**config.mk**
```make
export PLATFORM = sky130hd
export DESIGN_NAME = bf16_acc_seq_flat
export DESIGN_NICKNAME = d
export VERILOG_FILES = /design/src/rtl/bf16_acc_seq_if.sv /design/src/rtl/bf16_acc_seq.sv /design/src/flat_wrapper.sv
export SDC_FILE = /design/constraint.sdc
export NUM_CORES = 1
export LEC_CHECK = 0
export CORE_UTILIZATION = 29
export DETAILED_ROUTE_END_ITERATION = 16
export GPL_TIMING_DRIVEN = 0
export SLEW_MARGIN = 20
export SYNTH_ARGS = -nofsm -noshare
export SYNTH_HDL_FRONTEND = slang
export SYNTH_SLANG_ARGS = --single-unit
```
**constraint.sdc**
```tcl
create_clock -name i_clk -period 14.35 [get_ports i_clk]
set_input_delay 4.305 -clock i_clk [delete_from_list [all_inputs] [get_ports i_clk]]
set_output_delay 4.305 -clock i_clk [all_outputs]
set_load 0.02 [all_outputs]
```
**src/rtl/bf16_acc_seq_if.sv**
```systemverilog
// Handshake bundle for bf16_acc_seq: operand input channel, result output channel and status.
interface bf16_acc_seq_if #(
   parameter int CNT_WIDTH = 8
) ();
   logic                 i_clear;
   logic                 i_valid;
   logic                 o_ready;
   logic [15:0]          i_data;
   logic                 i_last;
   logic                 o_valid;
   logic                 i_ready;
   logic [15:0]          o_data;
   logic [3:0]           o_flag;
   logic [CNT_WIDTH-1:0] o_count;
   logic                 o_busy;

   modport master (
      output i_clear, i_valid, i_data, i_last, i_ready,
      input  o_ready, o_valid, o_data, o_flag, o_count, o_busy
   );

   modport slave (
      input  i_clear, i_valid, i_data, i_last, i_ready,
      output o_ready, o_valid, o_data, o_flag, o_count, o_busy
   );
endinterface

```
**src/rtl/bf16_acc_seq.sv**
```systemverilog
// bf16 stream accumulator: folds operands through one combinational bf16 adder into a registered sum.
// Optional macro BF16_ACC_STICKY_EN ORs sticky NaN/inf history of the vector into the result flags.

module bf16_add (
   input  logic [15:0] a_i,
   input  logic [15:0] b_i,
   output logic [15:0] sum_o
);
   logic               a_nan, b_nan, a_inf, b_inf, a_zero, b_zero, swap;
   logic        [15:0] big, sml;
   logic        [7:0]  ediff;
   logic        [10:0] big_m, sml_m, sml_sh;
   logic        [11:0] mag;
   logic        [10:0] norm;
   logic        [3:0]  lz;
   logic signed [9:0]  exp_w;
   logic        [8:0]  rnd;
   logic               round_up;

   function automatic logic [3:0] lzc11(input logic [10:0] v);
      lzc11 = 4'd0;
      for (int i = 0; i <= 10; i++) begin
         if (v[i]) lzc11 = 4'(10 - i);
      end
   endfunction

   // Subnormal inputs are treated as zero and underflowing results flush to signed zero.
   always_comb begin
      a_nan  = (a_i[14:7] == 8'hFF) && (a_i[6:0] != 7'd0);
      b_nan  = (b_i[14:7] == 8'hFF) && (b_i[6:0] != 7'd0);
      a_inf  = (a_i[14:7] == 8'hFF) && (a_i[6:0] == 7'd0);
      b_inf  = (b_i[14:7] == 8'hFF) && (b_i[6:0] == 7'd0);
      a_zero = (a_i[14:7] == 8'h00);
      b_zero = (b_i[14:7] == 8'h00);

      swap  = (b_i[14:0] > a_i[14:0]);
      big   = swap ? b_i : a_i;
      sml   = swap ? a_i : b_i;
      ediff = big[14:7] - sml[14:7];
      big_m = {1'b1, big[6:0], 3'b000};
      sml_m = {1'b1, sml[6:0], 3'b000};

      // Bits shifted out of the smaller operand collapse into a sticky LSB.
      if (ediff >= 8'd11) begin
         sml_sh = 11'd1;
      end else begin
         sml_sh    = sml_m >> ediff[3:0];
         sml_sh[0] = sml_sh[0] | (|(sml_m & ~(11'h7FF << ediff[3:0])));
      end

      mag   = '0;
      norm  = '0;
      lz    = '0;
      exp_w = '0;
      if (big[15] == sml[15]) begin
         mag = {1'b0, big_m} + {1'b0, sml_sh};
         if (mag[11]) begin
            norm  = {mag[11:2], mag[1] | mag[0]};
            exp_w = 10'(big[14:7]) + 10'sd1;
         end else begin
            norm  = mag[10:0];
            exp_w = 10'(big[14:7]);
         end
      end else begin
         mag   = {1'b0, big_m} - {1'b0, sml_sh};
         lz    = lzc11(mag[10:0]);
         norm  = mag[10:0] << lz;
         exp_w = 10'(big[14:7]) - 10'(lz);
      end

      // Round to nearest, ties to even, on guard bit plus sticky.
      round_up = norm[2] & (norm[3] | norm[1] | norm[0]);
      rnd      = {1'b0, norm[10:3]} + 9'(round_up);
      if (rnd[8]) exp_w = exp_w + 10'sd1;

      if (b_nan)                                  sum_o = b_i | 16'h0040;
      else if (a_nan)                             sum_o = a_i | 16'h0040;
      else if (a_inf && b_inf && (a_i[15] != b_i[15])) sum_o = 16'hFFC0;
      else if (a_inf)                             sum_o = a_i;
      else if (b_inf)                             sum_o = b_i;
      else if (a_zero && b_zero)                  sum_o = {a_i[15] & b_i[15], 15'd0};
      else if (a_zero)                            sum_o = b_i;
      else if (b_zero)                            sum_o = a_i;
      else if (mag == 12'd0)                      sum_o = 16'h0000;
      else if (exp_w >= 10'sd255)                 sum_o = {big[15], 8'hFF, 7'd0};
      else if (exp_w <= 10'sd0)                   sum_o = {big[15], 15'd0};
      else                                        sum_o = {big[15], exp_w[7:0], rnd[6:0]};
   end
endmodule

module bf16_acc_seq #(
   parameter int CNT_WIDTH = 8
) (
   input logic           i_clk,
   input logic           i_rst_n,
   bf16_acc_seq_if.slave bus
);
   typedef enum logic [1:0] {ST_IDLE, ST_ACC, ST_DONE} state_e;

   state_e               state_q, state_d;
   logic [15:0]          acc_q, acc_d, data_q, data_d, sum;
   logic [3:0]           flag_q, flag_d, sum_cls, sticky_mask;
   logic [CNT_WIDTH-1:0] cnt_q, cnt_d, cnt_inc;
   logic                 beat;

   function automatic logic [3:0] classify(input logic [15:0] v);
      if (v[14:7] == 8'hFF)      classify = (v[6:0] != 7'd0) ? 4'b1000 : 4'b0010;
      else if (v[14:7] == 8'h00) classify = 4'b0100;
      else                       classify = 4'b0001;
   endfunction

   bf16_add u_add (
      .a_i   (acc_q),
      .b_i   (bus.i_data),
      .sum_o (sum)
   );

   assign beat    = bus.i_valid && (state_q != ST_DONE);
   assign sum_cls = classify(sum);
   assign cnt_inc = (&cnt_q) ? cnt_q : cnt_q + CNT_WIDTH'(1);

`ifdef BF16_ACC_STICKY_EN
   logic sticky_nan_q, sticky_nan_d, sticky_inf_q, sticky_inf_d;

   always_comb begin
      sticky_nan_d = sticky_nan_q;
      sticky_inf_d = sticky_inf_q;
      if (bus.i_clear || ((state_q == ST_DONE) && bus.i_ready)) begin
         sticky_nan_d = 1'b0;
         sticky_inf_d = 1'b0;
      end else if (beat) begin
         sticky_nan_d = sticky_nan_q | sum_cls[3];
         sticky_inf_d = sticky_inf_q | sum_cls[1];
      end
   end

   always_ff @(posedge i_clk or negedge i_rst_n) begin
      if (!i_rst_n) begin
         sticky_nan_q <= 1'b0;
         sticky_inf_q <= 1'b0;
      end else begin
         sticky_nan_q <= sticky_nan_d;
         sticky_inf_q <= sticky_inf_d;
      end
   end

   assign sticky_mask = {sticky_nan_q, 1'b0, sticky_inf_q, 1'b0};
`else
   assign sticky_mask = 4'b0000;
`endif

   // NOTE: every variable gets a default before any branch so no path leaves it unassigned (no latch).
   always_comb begin
      state_d = state_q;
      acc_d   = acc_q;
      data_d  = data_q;
      flag_d  = flag_q;
      cnt_d   = cnt_q;
      if (bus.i_clear) begin
         state_d = ST_IDLE;
         acc_d   = '0;
         data_d  = '0;
         flag_d  = '0;
         cnt_d   = '0;
      end else begin
         unique case (state_q)
            ST_IDLE, ST_ACC: begin
               if (beat) begin
                  cnt_d = (state_q == ST_IDLE) ? CNT_WIDTH'(1) : cnt_inc;
                  if (bus.i_last) begin
                     state_d = ST_DONE;
                     data_d  = sum;
                     flag_d  = sum_cls | sticky_mask;
                  end else begin
                     state_d = ST_ACC;
                     acc_d   = sum;
                  end
               end
            end
            ST_DONE: begin
               if (bus.i_ready) begin
                  state_d = ST_IDLE;
                  acc_d   = '0;
               end
            end
            default: state_d = ST_IDLE;
         endcase
      end
   end

   // NOTE: state registers use non-blocking assignments so all flops update together at the edge.
   always_ff @(posedge i_clk or negedge i_rst_n) begin
      if (!i_rst_n) begin
         state_q <= ST_IDLE;
         acc_q   <= '0;
         data_q  <= '0;
         flag_q  <= '0;
         cnt_q   <= '0;
      end else begin
         state_q <= state_d;
         acc_q   <= acc_d;
         data_q  <= data_d;
         flag_q  <= flag_d;
         cnt_q   <= cnt_d;
      end
   end

   assign bus.o_ready = (state_q != ST_DONE);
   assign bus.o_valid = (state_q == ST_DONE);
   assign bus.o_busy  = (state_q != ST_IDLE);
   assign bus.o_data  = data_q;
   assign bus.o_flag  = flag_q;
   assign bus.o_count = cnt_q;
endmodule

```
**src/flat_wrapper.sv**
```systemverilog
// flat-port wrapper written by rule: the top's interface ports become plain ports
module bf16_acc_seq_flat 
#(
   parameter int CNT_WIDTH = 8
)
  (i_clk, i_rst_n, bus_i_clear, bus_i_valid, bus_i_data, bus_i_last, bus_i_ready, bus_o_ready, bus_o_valid, bus_o_data, bus_o_flag, bus_o_count, bus_o_busy);
  bf16_acc_seq_if #(.CNT_WIDTH(CNT_WIDTH)) bus_i ();
  input logic i_clk;
  input logic i_rst_n;
  input wire logic [$bits(bus_i.i_clear)-1:0] bus_i_clear;
  input wire logic [$bits(bus_i.i_valid)-1:0] bus_i_valid;
  input wire logic [$bits(bus_i.i_data)-1:0] bus_i_data;
  input wire logic [$bits(bus_i.i_last)-1:0] bus_i_last;
  input wire logic [$bits(bus_i.i_ready)-1:0] bus_i_ready;
  output wire logic [$bits(bus_i.o_ready)-1:0] bus_o_ready;
  output wire logic [$bits(bus_i.o_valid)-1:0] bus_o_valid;
  output wire logic [$bits(bus_i.o_data)-1:0] bus_o_data;
  output wire logic [$bits(bus_i.o_flag)-1:0] bus_o_flag;
  output wire logic [$bits(bus_i.o_count)-1:0] bus_o_count;
  output wire logic [$bits(bus_i.o_busy)-1:0] bus_o_busy;
  assign bus_i.i_clear = bus_i_clear;
  assign bus_i.i_valid = bus_i_valid;
  assign bus_i.i_data = bus_i_data;
  assign bus_i.i_last = bus_i_last;
  assign bus_i.i_ready = bus_i_ready;
  assign bus_o_ready = bus_i.o_ready;
  assign bus_o_valid = bus_i.o_valid;
  assign bus_o_data = bus_i.o_data;
  assign bus_o_flag = bus_i.o_flag;
  assign bus_o_count = bus_i.o_count;
  assign bus_o_busy = bus_i.o_busy;
  bf16_acc_seq #(.CNT_WIDTH(CNT_WIDTH)) u_core (.i_clk(i_clk), .i_rst_n(i_rst_n), .bus(bus_i));
endmodule
```
# Word level (Yosys, flattened, before mapping)
# Cells that the tools add are included.
[totals]
wordCells = 128
inputBits = 22
regBits = 46
out_inout_bits = 31
[op_classes]
n_eq_ne = 12
order_cmp = 4
bitwise = 8
n_mux = 58
shifts = 3
n_reduce_logical = 30
addsub = 8
[op_table]
columns = ["operator", "n"]
rows = [
  ["16-bit two-way mux", 19],
  ["4-bit two-way mux", 18],
  ["8-bit two-way mux", 5],
  ["11-bit two-way mux", 3],
  ["16-bit case mux with 2 select lines", 1],
  ["15-bit two-way mux", 2],
  ["8-bit equality test (second input constant)", 3],
  ["8-bit zero test", 3],
  ["7-bit nonzero test", 3],
  ["10-bit two-way mux", 2],
  ["15-bit > comparator", 1],
  ["7-bit zero test", 2],
  ["11-bit by 11-bit adder with 12-bit output", 1],
  ["12-bit zero test", 1],
  ["12-bit two-way mux", 1],
  ["11-bit by 11-bit subtractor with 12-bit output", 1],
  ["11-bit bitwise AND", 1],
  ["11-bit NOT", 1],
  ["11-bit OR reduction", 1],
  ["11-bit by 4-bit left shift with 11-bit output", 1],
  ["11-bit by 4-bit left shift with 11-bit output (first input constant)", 1],
  ["11-bit by 4-bit >> shifter with 11-bit output", 1],
  ["10-bit by 2-bit adder with 10-bit output (second input constant)", 1],
  ["10-bit by 9-bit >= comparator with 1-bit output (second input constant)", 1],
  ["29 further kinds", 49],
]

# Logic depth before layout (Yosys ltp)
# Gate-level depths: netlist of the first run.
[depth]
depth_word = 48
mapped_depth = 51
mapped_depth_nobuf = 46

# Cells and area by module
# From an unflattened synthesis of the first run, not the netlist that was laid out.
[unflattened]
hier_cells = 1003
area_unflattened_um2 = 7541.0
[by_module_without_submodules]
columns = ["mod", "seq_area_each_um2", "n_inst", "area_per_inst_um2", "cells_per_inst"]
rows = [
  ["bf16_add", 0.0, 1, 5541.6, 813],
  ["bf16_acc_seq", 1151.1, 1, 1999.4, 190],
]

# Worst setup path before layout of the first run
# Ideal clock, no wire load.
[synth_path]
path_type = "input port to flip-flop"
start = "input bus_i_data[6]"
end = "register u_core.flag_q[3], in the netlist u_core.bus.o_flag[3]"
t_arrival_ps = 13896
n_path_buf = 3
stages = 46
path_slack_ps = 332
setup_ps = 122
required_time_ps = 14228
path_cell_list = "ha_1 -> nand4_1 -> or2_1 -> clkbuf_1 -> nor2_2 -> a2111oi_2 -> a21oi_1 -> ha_1 -> nand2_1 -> o311ai_2 -> o21a_1 -> o32ai_1 -> and3_1 -> clkbuf_1 -> nand2_1 -> or3_1 -> ha_1 -> a21o_1 -> (+10 left out) -> clkinv_2 -> ha_1 -> nor2b_1 -> o21ai_0 -> nand2b_1 -> xor2_1 -> a221oi_1 -> nor4_1 -> nand4_1 -> nor3b_1 -> o21a_1 -> o211ai_1 -> or4b_1 -> o211ai_1 -> o31ai_1 -> a2111oi_0 -> nand4b_1 -> a32o_1"
[synth_between]
elab_chain_cells = 48
word_cells_on_any_way = 70
cone_classes = "add/sub: 7; order compare: 4; eq/ne: 2; shift: 3; mux: 38; bitwise: 7; reduce/logical: 9"
[synth_rtl]
columns = ["item", "line", "text"]
rows = [
  ["from (decl)", "flat_wrapper.sv:12", "input wire logic [$bits(bus_i.i_data)-1:0] bus_i_data;"],
  ["15-bit > comparator", "bf16_acc_seq.sv:36", "swap = (b_i[14:0] > a_i[14:0]);"],
  ["16-bit two-way mux, on equally long branches", "bf16_acc_seq.sv:37, bf16_acc_seq.sv:38", ""],
  ["8-bit subtractor", "bf16_acc_seq.sv:39", "ediff = big[14:7] - sml[14:7];"],
  ["11-bit by 4-bit left shift with 11-bit output", "bf16_acc_seq.sv:48", "sml_sh[0] = sml_sh[0] | (|(sml_m & ~(11'h7FF << ediff[3:0])));"],
  ["11-bit NOT", "bf16_acc_seq.sv:48", ""],
  ["11-bit bitwise AND", "bf16_acc_seq.sv:48", ""],
  ["11-bit OR reduction", "bf16_acc_seq.sv:48", ""],
  ["1-bit OR", "bf16_acc_seq.sv:48", ""],
  ["(+32 left out)", "n/a", ""],
  ["16-bit two-way mux *", "bf16_acc_seq.sv:76", "if (b_nan) sum_o = b_i | 16'h0040;"],
  ["7-bit nonzero test", "bf16_acc_seq.sv:107", "if (v[14:7] == 8'hFF) classify = (v[6:0] != 7'd0) ? 4'b1000 : 4'b0010;"],
  ["4-bit two-way mux", "bf16_acc_seq.sv:107", ""],
  ["4-bit two-way mux *", "bf16_acc_seq.sv:107", ""],
  ["4-bit two-way mux *", "bf16_acc_seq.sv:170", "if (bus.i_last) begin"],
  ["4-bit two-way mux *", "bf16_acc_seq.sv:168", "if (beat) begin"],
  ["4-bit two-way mux *", "bf16_acc_seq.sv:166", "unique case (state_q)"],
  ["4-bit two-way mux *", "bf16_acc_seq.sv:159", "if (bus.i_clear) begin"],
  ["to (signal assigned)", "bf16_acc_seq.sv:203", "flag_q <= flag_d;"],
  ["to (decl)", "bf16_acc_seq.sv:102", "logic [3:0] flag_q, flag_d, sum_cls, sticky_mask;"],
]
# Every way passes the cells marked *; elsewhere a longest branch is shown, timed or not. The select of a mux whose other input is x is not followed.
# A chain may end at the register's enable or synchronous reset.

# Worst setup path after layout of the first run
[layout_path]
start = "input bus_i_data[9]"
end = "register u_core.flag_q[3], in the netlist u_core.bus.o_flag[3]"
# The elaborated chain is that of the path after synthesis.

==> results.json, run 1 <==
{
  "yosys.area.top_type": "dfrtp_1",
  "fin_worst_skew_ps": 6.92,
  "worst_pin_slew_ps": 1090,
  "drive_gt1_share_pct": 18.3,
  "setup.worst_path.end": "u_core.bus.o_flag[3]$_DFFE_PN0P_",
  "fin_crit_sh_pct": 97.3,
  "multi_input_area_um2": 6960,
  "synth_nets": 1170,
  "hold_viol_final": 0,
  "crit_required_ps": 14580,
  "postRouteWirelength_um": 29700,
  "cts_tree": "done",
  "routedWlPerCell_um": 19.4,
  "status": "completed",
  "grt_pass1_vias": 8471,
  "ys_types": 106,
  "hold-worst-slack_ps": 500,
  "cts.path.max_buffers": 2,
  "drt_iter0_markers": 935,
  "setup_viol": 0,
  "synth_most_common_cell": "nor2_1",
  "yosysSeqAreaShare_pct": 14.7,
  "seq_area_um2": 1150,
  "grt_max_degree": 25,
  "clk_pin_slew_ps": 60,
  "htree_levels": 2,
  "synth-xor-area-share_pct": 3.46,
  "grt.total_usage_pct": 20.1,
  "port_buffers": 51,
  "rrSetupSlack_ps": 3820,
  "diodes": 0,
  "clk-insertion-delay-late_ps": 290,
  "start_util_pct": 29.9,
  "fin_tns_setup_ps": 0,
  "worst_ep_arrival_time_ps": 14190,
  "startpoint_type": "input port",
  "gr-total-overflow": 0,
  "max_stage_delay_ps": 570,
  "gp_congestion": 0.938,
  "ys_top_cells_by_area": "dfrtp_1 15%, ha_1 7.2%, nor2_1 6.1%",
  "synth_area_um2": 7860,
  "cts.sinks": 46,
  "cp_slowest_cell": "or4_4",
  "drt-vias-per-instance": 6.13,
  "postLayoutCoreUtil_pct": 37.7,
  "vias": 9382,
  "hold_class": "reg -> reg",
  "r2r_start": "u_core.acc_q[9]$_DFFE_PN0P_",
  "fin_area_um2": 9900,
  "synth_seq_cells": 46,
  "synth_top_area_share_pct": 14.7,
  "ir_drop_uv": 66.7,
  "synth_fa_ha_area_share_pct": 7.68,
  "critical_path.max_fanout": 10,
  "leakage_uw": 0.00390,
  "hpwl_um": 22200,
  "cts_root_buffer": "clkbuf_16",
  "drcViolationCount": 0,
  "synth_top_cells_by_count": "127 x nor2_1, 124 x nand2_1, 68 x a21oi_1, 65 x o21ai_0, 53 x inv_1",
  "synth_compound_area_share_pct": 36.2,
  "end_kind": "flop",
  "synthFlopType": "dfrtp_1",
  "maxSlewHeadroom_pct": 27.2,
  "fin_nets": 1263,
  "crit_buf_inv": 5,
  "p_per_area_nw_per_um2": 179,
  "coreArea_um2": 26300,
  "pin_count": 53,
  "fmax_ghz": 0.0716,
  "antenna_found_initial": 0,
  "crit_start": "bus_i_data[9]",
  "fin_ws_ps": 386,
  "synth_area_per_cell_um2": 7.14,
  "grt_pass1_wl_um": 46000,
  "worst-path-stages": 43,
  "path_class": "in -> reg",
  "synthCells": 1101,
  "worstReg2RegEnd": "u_core.bus.o_flag[3]$_DFFE_PN0P_",
  "die_y_um": 167,
  "dieArea_um2": 27800,
  "die_w_um": 167,
  "maxCapViolations": 0,
  "maxSlewViolCount": 0,
  "synth-async-reset-ratio_pct": 100,
  "postPlaceCellArea_um2": 8800,
  "dr.pass1.iters": 6,
  "ant_nets": 0,
  "rows": 59,
  "period_needed_ps": 13960,
  "synth_top_family_by_area": "compound AO/OA/AOI/OAI gates",
  "synth-simple-area-share_pct": 29.2,
  "area_growth_pct": 26.0,
  "yosysWarnings": 0,
  "path_delay_family": "compound AO/OA/AOI/OAI gates",
  "synth_edf_count": 0,
  "muxShareOfSynthArea_pct": 3.12,
  "dp_slack_ps": -2380,
  "fillCellCount": 2746,
  "cts_made_buffers": 5,
  "reg2regPathDepth": 43
}
## cells by family (layout without fill, tap and decap cells)
logic type	count (synthesis)	after routing
AO/OA/AOI/OAI	379	379
flip-flops	46	46
buffers and inverters	109	202
AND/OR/NAND/NOR	468	469
XOR/XNOR	31	31
multiplexers	21	21
adder cells (fa/ha/maj)	47	47
## layout by cell type, fill, tap and decap left out, types with 12 or more instances in the layout
cell type        count
nand2_1            122
or3_1               12
nand3_1             44
ha_1                34
o211ai_1            23
inv_1               50
a21o_1              16
xnor2_1             14
nand2b_1            12
o21ai_0             58
buf_4               42
mux2i_1             13
clkbuf_1            27
nand4_1             22
a211oi_1            24
nor2_1             123
clkdlybuf4s50_1     35
dfrtp_1             46
a21oi_1             63
clkbuf_2            13
nor3_1              25
and3_1              15
## flip-flops by register name (all words and copies together), names as in the netlist
signal,count
u_core.acc_q,16
u_core.bus.o_count,8
u_core.bus.o_flag,4
u_core.bus.o_data,16
u_core.state_q,2
## metal layers
layer	part of all wire (%)	global-route usage [%]	up-vias
met5	0	0	-
met4	2.3	4.95	0
met3	7.0	2.50	72
met2	46	32.0	443
met1	45	28.5	4480
li1	-	-	4387
## worst register-to-register path: cells and delay by family (launching register included)
kind / cells / cell delay, ps
XOR/XNOR: 2 / 700
flip-flops: 1 / 550
buffers and inverters: 5 / 820
adder cells (fa/ha/maj): 3 / 880
AO/OA/AOI/OAI: 17 / 4100
AND/OR/NAND/NOR: 16 / 3420
## what timing repair did
| item | CTS | global route |
|---|---|---|
| resized for setup | 67 | 105 |
| gates cloned | 0 | 1 |
| pin swaps | 10 | 34 |
| hold buffers | 0 | 0 |
| buffers inserted | 11 | 26 |
| endpoints found under the setup margin | 34 | 25 |
## area by class of cell
type / instances / area share, %
clock inverters: 1 / 0.0505
clock buffers: 7 / 1.44
multi-input cells: 947 / 70.3
flip-flops and latches: 46 / 11.6
repair buffers: 89 / 7.73
plain buffers: 49 / 2.41
well taps: 335 / 4.23
inverters: 56 / 2.19
## worst min-delay path by stage
stage	start	end	slack (ps)	cells past startpoint
detailed placement	u_core.bus.o_flag[1]$_DFFE_PN0P_	u_core.bus.o_flag[1]$_DFFE_PN0P_	490	2
floorplan	u_core.state_q[1]$_DFFE_PN0P_	u_core.state_q[0]$_DFFE_PN0P_	460	1
finish	u_core.bus.o_flag[1]$_DFFE_PN0P_	u_core.bus.o_flag[1]$_DFFE_PN0P_	500	2
global placement	u_core.bus.o_flag[1]$_DFFE_PN0P_	u_core.bus.o_flag[1]$_DFFE_PN0P_	480	2
CTS	u_core.bus.o_flag[1]$_DFFE_PN0P_	u_core.bus.o_flag[1]$_DFFE_PN0P_	510	2
global route	u_core.bus.o_flag[1]$_DFFE_PN0P_	u_core.bus.o_flag[1]$_DFFE_PN0P_	530	2
## per-stage QoR
step                      std cells  power (uW)
final                          1530        1780
after CTS                      1504        1600
after detailed placement       1488        1390
after global placement         1487        1390
after floorplan                1101        1060
after global routing           1530        1890
## report_power, final
| part | internal, uW | switching (uW) | leakage, uW | total (uW) |
|---|---|---|---|---|
| logic | 568 | 921 | 0.00320 | 1490 |
| clock network | 69.1 | 48.3 | 0.0000739 | 117 |
| registers | 146 | 23.9 | 0.000625 | 170 |
No activity file was read; power rests on OpenSTA's default activity.
==> inputs of run 2 (changes only) <==
--- a/config.mk
+++ b/config.mk
@@ -8,7 +8,6 @@
 export CORE_UTILIZATION = 29
 export DETAILED_ROUTE_END_ITERATION = 16
 export GPL_TIMING_DRIVEN = 0
-export SLEW_MARGIN = 20
 export SYNTH_ARGS = -nofsm -noshare
 export SYNTH_HDL_FRONTEND = slang
 export SYNTH_SLANG_ARGS = --single-unit
==> run 2 against run 1 <==
Largest cell class unchanged. Count of clock-buffer cells in the layout is 1 lower. Critical path type unchanged. Setup slack lost 74 ps. Highest routed layer unchanged. Clock power up 32%. Core utilization is 0.49 points higher.
==> results.json, run 2 (synthesis results as in run 1) <==
{
  "dr.pass1.iters": 8,
  "worst_ep_arrival_time_ps": 14210,
  "pin_count": 53,
  "drt_iter0_markers": 871,
  "postLayoutCoreUtil_pct": 38.2,
  "drt-vias-per-instance": 6.10,
  "dieArea_um2": 27800,
  "maxSlewHeadroom_pct": 11.3,
  "grt.total_usage_pct": 20.1,
  "diodes": 0,
  "fin_area_um2": 10000,
  "cp_slowest_cell": "or4_4",
  "finalPower_uw": 1830,
  "leakage_uw": 0.00397,
  "worstReg2RegEnd": "u_core.bus.o_flag[3]$_DFFE_PN0P_",
  "vias": 9362,
  "seq_area_um2": 1150,
  "coreArea_um2": 26300,
  "fmax_ghz": 0.0712,
  "end_kind": "flop",
  "ant_nets": 0,
  "cts_made_buffers": 5,
  "grt_max_degree": 40,
  "grt_pass1_wl_um": 46300,
  "clk-insertion-delay-late_ps": 290,
  "hold_buffers": 0,
  "fillCellCount": 2733,
  "worstHoldEndpoint": "u_core.bus.o_flag[1]$_DFFE_PN0P_",
  "area_growth_pct": 27.6,
  "maxSlewViolCount": 0,
  "hold_viol_final": 0,
  "port_buffers": 51,
  "multi_input_area_um2": 7000,
  "ir_drop_uv": 76.6,
  "setup_viol": 0,
  "rows": 59,
  "die_w_um": 167,
  "hold_start": "u_core.bus.o_flag[1]$_DFFE_PN0P_",
  "grt_pass1_vias": 8455,
  "hold-worst-slack_ps": 503,
  "fin_worst_skew_ps": 5.84,
  "path_class": "in -> reg",
  "cts_tree": "done",
  "crit_required_ps": 14520,
  "reg2regPathDepth": 44,
  "rrSetupSlack_ps": 3800,
  "cts.sinks": 46,
  "cts_root_buffer": "clkbuf_16",
  "gp_congestion": 0.938,
  "gr-total-overflow": 0,
  "fin_crit_sh_pct": 97.8,
  "status": "completed",
  "hpwl_um": 22200,
  "p_per_area_nw_per_um2": 183,
  "path_delay_family": "simple AND/OR/NAND/NOR gates",
  "fin_nets": 1267,
  "startpoint_type": "input port",
  "cts.path.max_buffers": 2,
  "drcViolationCount": 0,
  "start_util_pct": 29.9,
  "postPlaceCellArea_um2": 8800,
  "fin_tns_setup_ps": 0,
  "clk_pin_slew_ps": 60,
  "hold_class": "reg -> reg",
  "period_needed_ps": 14040,
  "crit_buf_inv": 6,
  "postRouteWirelength_um": 29500,
  "drive_gt1_share_pct": 18.8,
  "routedWlPerCell_um": 19.2,
  "critical_path.max_fanout": 10,
  "maxCapViolations": 0,
  "max_stage_delay_ps": 560,
  "htree_levels": 2,
  "die_y_um": 167,
  "hold_path_depth": 2,
  "worst_pin_slew_ps": 1320,
  "r2r_start": "u_core.acc_q[11]$_DFFE_PN0P_",
  "antenna_found_initial": 0,
  "mostFrequentLayoutCells": "122 x nand2_1, 122 x nor2_1, 63 x a21oi_1"
}
run 2: worst max-delay path by stage:
stage,from,to,slack [ps],cells after the start
CTS,bus_i_data[9],u_core.bus.o_flag[3]$_DFFE_PN0P_,0.4,42
global route,bus_i_data[9],u_core.bus.o_flag[3]$_DFFE_PN0P_,-10,44
detailed placement,bus_i_data[6],u_core.bus.o_flag[3]$_DFFE_PN0P_,-2410,47
global placement,bus_i_data[6],u_core.bus.o_flag[3]$_DFFE_PN0P_,-2320,47
finish,bus_i_data[5],u_core.bus.o_flag[3]$_DFFE_PN0P_,310,44
floorplan,bus_i_data[6],u_core.bus.o_flag[3]$_DFFE_PN0P_,330,46
run 2: where the power goes:
part	switching [uW]	internal, uW	leakage (uW)
clock network	49.2	105	0.0000971
registers	23.7	146	0.000625
logic	922	585	0.00325
run 2: per-layer routing:
metal	vias up	global-route usage, %	part of all wire (%)
met5	-	0	0
met4	0	4.27	1.9
met3	60	2.42	6.5
met2	407	32.0	45
met1	4500	29.1	46
li1	4395	-	-
run 2: worst register-to-register path: cells and delay by family, from the launching register on:
family,cells,cell delay [ps]
buf+inv,6,1180
compound gates,14,2880
flops,1,320
simple gates,18,4160
xor+xnor,3,1000
fa+ha+maj,3,910
run 2: layout make-up:
cell class              instances  area share (%)
multi-input cells             947            69.8
flip-flops and latches         46            11.5
repair buffers                 94            8.08
well taps                     335            4.18
plain buffers                  48            2.32
inverters                      56            2.16
clock buffers                   6            1.38
clock inverters                 2           0.599
run 2: repair_timing:
action,CTS,global route
resized for setup,73,99
pin swaps,10,40
setup buffers,13,29
endpoints found under the setup margin,34,24
gates cloned,0,1
run 2: per-stage QoR:
step                      setup slack, ps  instances
after global routing                -11.1       1534
after detailed placement            -2410       1488
after CTS                           0.361       1505
final                                 312       1534
after floorplan                       332       1101
after global placement              -2320       1487
==> inputs of run 3 (changes only) <==
--- a/config.mk
+++ b/config.mk
@@ -5,6 +5,7 @@
 export SDC_FILE = /design/constraint.sdc
 export NUM_CORES = 1
 export LEC_CHECK = 0
+export CORE_MARGIN = 3
 export CORE_UTILIZATION = 29
 export DETAILED_ROUTE_END_ITERATION = 16
 export GPL_TIMING_DRIVEN = 0
==> run 3 against run 2 <==
Sequential cell count is the same. Wire length grew 1.9%. Non-clock buffer count shrank 10. Critical path type unchanged.
==> results.json, run 3 (synthesis results as in run 1) <==
{
  "cp_slowest_cell": "a2111o_2",
  "fin_area_um2": 9860,
  "highest-signal-layer": "met4",
  "die_w_um": 171,
  "cts_made_buffers": 5,
  "fin_nets": 1257,
  "maxSlewViolCount": 0,
  "fin_crit_sh_pct": 97.7,
  "crit_required_ps": 14570,
  "port_buffers": 51,
  "dieArea_um2": 29100,
  "drt_iter0_markers": 1027,
  "status": "completed",
  "period_needed_ps": 14030,
  "fmax_ghz": 0.0713,
  "wl_met1_um": 13500,
  "cp_common_cell": "ha_1",
  "clk-insertion-delay-late_ps": 280,
  "drive_gt1_share_pct": 17.3,
  "clk_pin_slew_ps": 60,
  "worst_pin_slew_ps": 1170,
  "gp_congestion": 0.977,
  "p_per_area_nw_per_um2": 180,
  "routedWlPerCell_um": 19.7,
  "max_stage_delay_ps": 600,
  "dp.cells": 1488,
  "setup_viol": 0,
  "maxCapViolations": 0,
  "vias": 9309,
  "grt.total_usage_pct": 19.2,
  "final_cells": 1524,
  "htree_levels": 2,
  "path_class": "in -> reg",
  "end_kind": "flop",
  "rows": 59,
  "worst_ep_arrival_time_ps": 14250,
  "fin_ws_ps": 325,
  "coreArea_um2": 26400,
  "dp_slack_ps": -2410,
  "postPlaceCellArea_um2": 8800,
  "gr-total-overflow": 0,
  "critical_path.max_fanout": 9,
  "hold-worst-slack_ps": 506,
  "hold_buffers": 0,
  "wl_met2_um": 14000,
  "fin_tns_setup_ps": 0,
  "drt-vias-per-instance": 6.11,
  "antenna_found_initial": 0,
  "hold_viol_final": 0,
  "die_y_um": 171,
  "area_growth_pct": 25.5,
  "cts.sinks": 46,
  "ir_drop_uv": 60.3,
  "diodes": 0,
  "cts.path.max_buffers": 2,
  "start_util_pct": 29.8,
  "grt_pass1_wl_um": 46200,
  "dr_wl_met3_um": 1890,
  "grt_pass1_vias": 8494,
  "hold_class": "reg -> reg",
  "drcViolationCount": 0,
  "hpwl_um": 22800,
  "grt_max_degree": 37,
  "cts_root_buffer": "clkbuf_16",
  "leakage_uw": 0.00387,
  "ant_nets": 0,
  "fin_worst_skew_ps": 6.35,
  "dr.pass1.iters": 5,
  "startpoint_type": "input port",
  "mostFrequentLayoutCells": "122 x nand2_1, 122 x nor2_1, 64 x a21oi_1",
  "maxSlewHeadroom_pct": 21.2,
  "pin_count": 53,
  "cts_tree": "done",
  "postRouteWirelength_um": 30100
}
==> run 3: cell count changes in the layout (fill, tap and decap cells not counted), moves of 2 or more <==
cell,delta
o311ai_2,-2
buf_4,-12
o21ai_0,+3
o311ai_1,+2
clkbuf_1,+3
inv_1,+2
inv_2,-2
buf_2,+2
clkbuf_2,+2
o21ai_2,-4
dlygate4sd2_1,-4
==> run 3: worst paths after layout <==
| kind | slack (ps) | startpoint | cells after the start | end |
|---|---|---|---|---|
| hold reg to reg | 510 | u_core.bus.o_flag[1]$_DFFE_PN0P_ | 2 | u_core.bus.o_flag[1]$_DFFE_PN0P_ |
| max in group asynchronous | 9970 | i_rst_n | 2 | u_core.acc_q[0]$_DFFE_PN0P_ |
| min in group asynchronous | 3890 | i_rst_n | 1 | u_core.bus.o_data[13]$_DFFE_PN0P_ |
| hold / removal | 510 | u_core.bus.o_flag[1]$_DFFE_PN0P_ | 2 | u_core.bus.o_flag[1]$_DFFE_PN0P_ |
| setup / recovery | 320 | bus_i_data[2] | 39 | u_core.bus.o_flag[3]$_DFFE_PN0P_ |
| setup reg to reg | 3770 | u_core.acc_q[11]$_DFFE_PN0P_ | 42 | u_core.bus.o_flag[3]$_DFFE_PN0P_ |
==> run 3: critical path: cells and delay by family <==
family,cells,cell delay [ps]
AOI/OAI and AO/OA,16,4490
and+or+nand+nor,15,3200
buffers and inverters,3,680
xor gates and xnor gates,1,300
adders and majority gates,4,1250
==> run 3: through the flow <==
step	utilization (%)	total power, uW
floorplan	-	1060
global placement	33.3	1390
detailed placement	33.4	1400
CTS	35.8	1640
global route	37.4	1910
finish	37.4	1780
==> run 3: layout make-up <==
class	count	area (um2)
tap	335	419
inverter	56	216
timing repair buffer	83	718
clock inverter	1	30.0
clock buffer	7	133
sequential	46	1150
buffer	49	246
fill	2701	16500
multi-input combinational	947	6950
==> run 3: metal layers <==
| metal | global-route usage [%] | up-vias |
|---|---|---|
| met5 | 0 | - |
| met2 | 31.3 | 418 |
| li1 | - | 4371 |
| met3 | 1.80 | 50 |
| met4 | 5.08 | 0 |
| met1 | 27.2 | 4470 |
==> run 3: what timing repair did <==
action                     4_1_cts  5_1_grt
pin swaps                       15       33
gates resized for setup         85       90
setup endpoints to repair       34       30
buffers inserted                14       17
hold endpoints to repair         0        0
gates cloned                     0        1
==> run 3: power breakdown <==
part / switching (uW) / total [uW] / internal (uW)
registers: 23.8 / 169 / 146
clock network: 47.1 / 129 / 82.4
logic: 922 / 1480 / 559
